File: config.mk
export PLATFORM = sky130hd
export DESIGN_NAME = risk_tile_dma
export DESIGN_NICKNAME = d
export VERILOG_FILES = /design/src/rtl/risk_tile_dma.sv
export SDC_FILE = /design/constraint.sdc
export NUM_CORES = 2
export LEC_CHECK = 0
export ABC_CLOCK_PERIOD_IN_PS = 38200
export CORE_AREA = 5 5 497 499
export DETAILED_ROUTE_END_ITERATION = 16
export DIE_AREA = 0 0 502 504
export SETUP_SLACK_MARGIN = 0.05
export SYNTH_ARGS = -nofsm -noshare
export SYNTH_HDL_FRONTEND = slang
export SYNTH_SLANG_ARGS = --single-unit
File: constraint.sdc
create_clock -name clk -period 38.2 [get_ports clk]
set_input_delay 5.73 -clock clk [delete_from_list [all_inputs] [get_ports clk]]
set_output_delay 5.73 -clock clk [all_outputs]
set_load 0.01 [all_outputs]
File: src/rtl/risk_tile_dma.sv
// rtl/risk_tile_dma.sv - tile DMA between bank memory and load/store streams; optional 2D walk under RISK_DMA_2D_EN
module risk_tile_dma #(
    parameter int SZ         = 4,
    parameter int LOGCNT     = 5,
    parameter int BITS       = 18,
    parameter int MEM_LAT    = 4,
    parameter int FIFO_DEPTH = 8,
    localparam int AW        = 10 + LOGCNT,
    localparam int DW        = BITS * SZ * SZ
) (
    input  logic          clk,
    input  logic          reset,
    input  logic          cmd_valid,
    output logic          cmd_ready,
    input  logic          cmd_write,
    input  logic [AW-1:0] cmd_base,
    input  logic [AW-1:0] cmd_step,
    input  logic [7:0]    cmd_count,
    input  logic [AW-2:0] cmd_stride_x,
    input  logic [AW-2:0] cmd_stride_y,
`ifdef RISK_DMA_2D_EN
    input  logic [7:0]    cmd_rows,
    input  logic [AW-1:0] cmd_row_stride,
`endif
    output logic [AW-1:0] mem_addr,
    output logic [AW-2:0] mem_stride_x,
    output logic [AW-2:0] mem_stride_y,
    output logic          mem_we,
    output logic [DW-1:0] mem_dat_w,
    input  logic [DW-1:0] mem_dat_r,
    input  logic          wr_valid,
    output logic          wr_ready,
    input  logic [DW-1:0] wr_data,
    output logic          rd_valid,
    input  logic          rd_ready,
    output logic [DW-1:0] rd_data,
    output logic          busy,
    output logic          done
);

    localparam int FCW = $clog2(FIFO_DEPTH + 1);
    localparam int PW  = (FIFO_DEPTH > 1) ? $clog2(FIFO_DEPTH) : 1;
    localparam int LCW = $clog2(MEM_LAT + 1);

    typedef enum logic [1:0] {S_IDLE, S_RUN, S_DRAIN} state_t;

    state_t        state;
    logic          wr_q;
    logic [AW-1:0] step_q;
    logic [7:0]    count_q;
    logic [7:0]    col;
    logic [AW-1:0] cur_addr;
    logic [AW-1:0] addr_hold;
    logic [AW-2:0] stride_x_q;
    logic [AW-2:0] stride_y_q;
    logic [LCW-1:0] since_issue;
`ifdef RISK_DMA_2D_EN
    logic [7:0]    rows_q;
    logic [7:0]    row;
    logic [AW-1:0] row_stride_q;
    logic [AW-1:0] row_addr;
    logic          row_last;
`endif

    logic [MEM_LAT-1:0] vsr;
    logic [FCW-1:0]     in_flight;
    logic [FCW-1:0]     fifo_count;
    logic [PW-1:0]      wptr;
    logic [PW-1:0]      rptr;
    logic [DW-1:0]      fifo_mem [FIFO_DEPTH];

    logic [FCW:0] credit_sum;
    logic         credit_ok;
    logic         load_issue;
    logic         store_issue;
    logic         issue;
    logic         col_last;
    logic         push;
    logic         pop;
    logic         drain_exit;

    // Credits count both reads still in the memory pipe and data already queued, so the FIFO cannot overflow.
    assign credit_sum  = {1'b0, in_flight} + {1'b0, fifo_count};
    assign credit_ok   = credit_sum < (FCW + 1)'(FIFO_DEPTH);
    assign load_issue  = (state == S_RUN) && !wr_q && credit_ok && !reset;
    assign store_issue = (state == S_RUN) && wr_q && wr_valid && !reset;
    assign issue       = load_issue || store_issue;
    assign col_last    = (col == count_q - 8'd1);
`ifdef RISK_DMA_2D_EN
    assign row_last    = (row == rows_q - 8'd1);
`endif
    assign push        = vsr[MEM_LAT-1];
    assign pop         = rd_valid && rd_ready;
    assign drain_exit  = (state == S_DRAIN) && (vsr == '0) && (since_issue == LCW'(MEM_LAT));

    assign cmd_ready    = (state == S_IDLE);
    assign busy         = (state != S_IDLE);
    assign wr_ready     = (state == S_RUN) && wr_q;
    assign mem_we       = store_issue;
    assign mem_dat_w    = wr_data;
    assign mem_addr     = issue ? cur_addr : addr_hold;
    assign mem_stride_x = stride_x_q;
    assign mem_stride_y = stride_y_q;
    assign rd_valid     = (fifo_count != '0);
    assign rd_data      = fifo_mem[rptr];

    // Command FSM: latch command, walk tile addresses with adders, wait out memory latency, pulse done.
    always_ff @(posedge clk) begin
        if (reset) begin
            state        <= S_IDLE;
            done         <= 1'b0;
            wr_q         <= 1'b0;
            step_q       <= '0;
            count_q      <= '0;
            col          <= '0;
            cur_addr     <= '0;
            addr_hold    <= '0;
            stride_x_q   <= '0;
            stride_y_q   <= '0;
            since_issue  <= LCW'(MEM_LAT);
`ifdef RISK_DMA_2D_EN
            rows_q       <= '0;
            row          <= '0;
            row_stride_q <= '0;
            row_addr     <= '0;
`endif
        end else begin
            done <= 1'b0;
            if (issue) begin
                addr_hold   <= cur_addr;
                since_issue <= LCW'(1);
            end else if (since_issue != LCW'(MEM_LAT)) begin
                since_issue <= since_issue + LCW'(1);
            end
            case (state)
                S_IDLE: begin
                    if (cmd_valid) begin
                        wr_q       <= cmd_write;
                        step_q     <= cmd_step;
                        count_q    <= cmd_count;
                        stride_x_q <= cmd_stride_x;
                        stride_y_q <= cmd_stride_y;
                        cur_addr   <= cmd_base;
                        col        <= '0;
`ifdef RISK_DMA_2D_EN
                        rows_q       <= cmd_rows;
                        row_stride_q <= cmd_row_stride;
                        row_addr     <= cmd_base;
                        row          <= '0;
                        state <= (cmd_count == 8'd0 || cmd_rows == 8'd0) ? S_DRAIN : S_RUN;
`else
                        state <= (cmd_count == 8'd0) ? S_DRAIN : S_RUN;
`endif
                    end
                end
                S_RUN: begin
                    if (issue) begin
                        if (!col_last) begin
                            col      <= col + 8'd1;
                            cur_addr <= cur_addr + step_q;
                        end else begin
                            col <= '0;
`ifdef RISK_DMA_2D_EN
                            if (row_last) begin
                                state <= S_DRAIN;
                            end else begin
                                row      <= row + 8'd1;
                                row_addr <= row_addr + row_stride_q;
                                cur_addr <= row_addr + row_stride_q;
                            end
`else
                            state <= S_DRAIN;
`endif
                        end
                    end
                end
                S_DRAIN: begin
                    if (drain_exit) begin
                        state <= S_IDLE;
                        done  <= 1'b1;
                    end
                end
                default: state <= S_IDLE;
            endcase
        end
    end

    // Read-latency token pipe, in-flight counter and FIFO pointers/occupancy.
    always_ff @(posedge clk) begin
        if (reset) begin
            vsr        <= '0;
            in_flight  <= '0;
            fifo_count <= '0;
            wptr       <= '0;
            rptr       <= '0;
        end else begin
            vsr[0] <= load_issue;
            for (int i = 1; i < MEM_LAT; i++) begin
                vsr[i] <= vsr[i-1];
            end
            case ({load_issue, push})
                2'b10:   in_flight <= in_flight + FCW'(1);
                2'b01:   in_flight <= in_flight - FCW'(1);
                default: in_flight <= in_flight;
            endcase
            case ({push, pop})
                2'b10:   fifo_count <= fifo_count + FCW'(1);
                2'b01:   fifo_count <= fifo_count - FCW'(1);
                default: fifo_count <= fifo_count;
            endcase
            if (push) begin
                wptr <= (wptr == PW'(FIFO_DEPTH - 1)) ? '0 : wptr + PW'(1);
            end
            if (pop) begin
                rptr <= (rptr == PW'(FIFO_DEPTH - 1)) ? '0 : rptr + PW'(1);
            end
        end
    end

    // FIFO storage captures returning read data when its latency token exits the pipe.
    always_ff @(posedge clk) begin
        if (push) begin
            fifo_mem[wptr] <= mem_dat_r;
        end
    end

endmodule

==> metrics.md <==
| Metric | Value |
|---|---|
| CTS H-tree depth | 5 |
| Area Growth Syn to Fin | 18.37% |
| Critical Path, Cell by Cell | clkdlybuf4s50_1 > nand3_1 > inv_1 > nor2_2 > nand2_1 > o21ai_0 > clkdlybuf4s50_1 |
| Count of cell types in the netlist | 65 |
| XOR/XNOR Fraction of Synth Area | 0.3355% |
| Chip height | 504 um |
| Core area | 242,100 um2 |
| DP Area | 102,700 um2 |
| Clk_lat worst skew | 0.96 ns |
| Post-Syn Area | 93,970 um2 |
| Layout Nets | 5,591 |
| Largest family of logic cells by synthesized area | multiplexers |
| Clock Skew | 0.09376 ns |
| Status | finished clean |
| Die Footprint | 253,000 um2 |
| Worst hold path class | register to register |
| Hold Slack | 0.4537 ns |
| Cts repair resizes | 0 |
| Mux cell area share after synthesis | 17.29% |
| Last weighted congestion value of the routability-driven placer | 0.8838 |
| Reg clk slew, reported paths | 0.05 ns |
| Largest net degree at the start of global routing | 122 |
| Die W | 502 um |
| Fmax | 73.36 MHz |
| Crit end category | primary output |
| CTS Sinks | 2,421 |
| P_leak | 34.20 nW |
| DR iter-0 viols | 3,402 |
| Cell area after layout | 111,200 um2 |
| Clock root cell | clkbuf_16 |
| Via Count | 44.55k |
| Simple-gate share of the synthesized area | 1.474% |
| Number of synthesized flops with an enable pin | 2,304 |
| Synth top area share | 73.63% |
| Syn Area/Cell | 21.66 um2 |
| Max-slew violation count | 0 |
| # port buffers | 696 |
| Floorplan row count | 181 |
| Fraction of layout cells with a size suffix above 1 | 26.29% |
| Final worst-path cycle share | 35.68% |
| Initial Utilization | 38.81% |
| Critical Path AT | 7.90 ns |
| Setup TNS | 0 ns |
| Cts bufs inserted | 278 |
| Post-route ant nets | 0 |
| Post-route minimum period | 13.63 ns |
| Post-synth ARST share | 0% |
| Sequential area share after synthesis | 76.12% |
| RSZ-0062 raised after global routing | no |
| Post-CTS Setup Repair Bufs | 0 |
| Required time worst endpoint | 32.47 ns |
| Startpoint types | primary input |
| Gr usage total | 21.08% |
| Pwr Density | 50.55 nW/um2 |
| Clk buf depth | 4 |
| Ports | 1,273 |
| Setup CP Type | primary input to primary output |
| Worst stage delay on the critical path | 0.63 ns |
| Fill count | 20.08k |
| Gr ovfl total | 0 |
| Crit-path slowest cell | nor2_2 |
| Total routed wirelength | 272,200 um |
| Post-DR vias/cell | 5.351 |
| First-pass DRT Iterations | 5 |
| Cells after synthesis | 4,338 |
| Initial antenna violation count | 63 |
| Synth area leader | edfxtp_1 |
| Least-Margin Pin Slew | 1.132 ns |
| Slew HR | 24.29% |
| Post-Synth Adder-Cell Area | 0.4767% |
| Net Count, Synth | 5,020 |
| HPWL after detailed placement | 181,300 um |
| Max-cap violations | 0 |
| Final Setup Violations | 0 |
| CTS tree | yes |
| Utilization after layout | 45.95% |
| Top post-synthesis cells by count | edfxtp_1, mux4_2, buf_4, mux2_2, nand2_1 |
| Seq cells post-synth | 2,421 |
| DRC errors left | 0 |
| Final Hold Vio Count | 0 |
| First-pass GRT wire length | 375,400 um |
| Count leader, synth | edfxtp_1 |
| DR WL/cell | 32.70 um |
| Synth top area cells | edfxtp_1, mux4_2, mux2_2, dfxtp_1, buf_4 |
| Vias in the first global route | 45.64k |
| CTS Hold Buffers Added | 0 |
| Ys Warns | 0 |
| Most frequent CP cell | clkdlybuf4s50_1 |
| Main flop type after synthesis | edfxtp_1 |
| Worst vdd rail ir drop | 0.04831 mV |
| Crit Path Max Fanout | 18 |
| Synth Area in Compound Gates | 1.025% |
==> power breakdown <==
part | switching, mW | internal [mW] | total, mW
Clock | 1.01 | 1.47 | 2.48
Sequential | 0.0109 | 2.92 | 2.93
Combinational | 0.110 | 0.102 | 0.212
==> registers in the layout (all words and copies together), names as in the netlist, 2 cells and up, named ones only <==
signal and cells:
fifo_mem 2304, addr_hold 15, cur_addr 15, step_q 15, mem_stride_x 14, mem_stride_y 14
col 8, count_q 8, fifo_count 4, in_flight 4, vsr 4, rptr 3
since_issue 3, wptr 3, state 2
==> routing by layer <==
layer	track usage [%]	wire length, um	vias to the layer above
li1	-	-	18649
met1	23.04	94460	23507
met2	32.53	125900	1936
met3	15.01	43480	399
met4	6.095	7485	54
met5	1.808	890	-
==> through the flow <==
| stage | setup slack (ns) | std cells | power [mW] |
|---|---|---|---|
| after global routing | 24.43 | 8304 | 5.822 |
| after detailed placement | 24.56 | 7831 | 3.197 |
| after CTS | 24.56 | 8299 | 5.693 |
| final | 24.57 | 8325 | 5.623 |
| after global placement | 24.62 | 7831 | 3.191 |
| after floorplan | 17.00 | 4338 | 3.113 |
==> path summary, 6_finish.rpt <==
kind                                 startpoint              end  cells after the start  slack [ns]
worst max-delay path                   wr_valid      mem_addr[1]                      7       24.57
worst min-delay path            mem_stride_x[2]  mem_stride_x[2]                      2        0.45
worst max register to register           vsr[3]  fifo_mem[6][78]                      6       32.95
worst min register to register  mem_stride_x[2]  mem_stride_x[2]                      2        0.45
==> critical path: cells and delay by family <==
kind                   cells  cell delay [ns]
buffers and inverters      3             1.09
and+or+nand+nor            3             0.93
AOI/OAI and AO/OA          1             0.14
==> cell usage in the layout (no fill, tap or decap), types with 42 or more instances in the layout <==
cell type,instances
dfxtp_1,114
clkbuf_16,285
a21oi_1,94
edfxtp_1,2304
clkdlybuf4s50_1,695
clkinv_1,46
clkinv_2,42
mux2_2,288
clkbuf_1,52
nor2_1,45
nand2_1,189
buf_4,69
mux4_2,576
==> kinds of logic (layout without fill, tap and decap cells) <==
| kind of cell | after synthesis | count (layout) |
|---|---|---|
| multiplexers | 867 | 867 |
| XOR/XNOR | 36 | 36 |
| AND/OR/NAND/NOR | 317 | 317 |
| AO/OA/AOI/OAI | 156 | 156 |
| other | 0 | 26 |
| adder cells (fa/ha/maj) | 34 | 34 |
| buffers and inverters | 507 | 1266 |
| flip-flops | 2421 | 2421 |
==> cell type report <==
cell class / instances / area (um2) / share of cell area [%]
clock buffer: 339 / 7355 / 6.612
clock inverter: 129 / 1096 / 0.9854
sequential: 2421 / 71540 / 64.32
multi-input combinational: 1410 / 19420 / 17.46
inverter: 25 / 93.84 / 0.08436
antenna: 26 / 65.06 / 0.05849
tap: 3202 / 4006 / 3.602
timing repair buffer: 773 / 7655 / 6.882
Note: power is estimated with default switching activity, not from simulation.
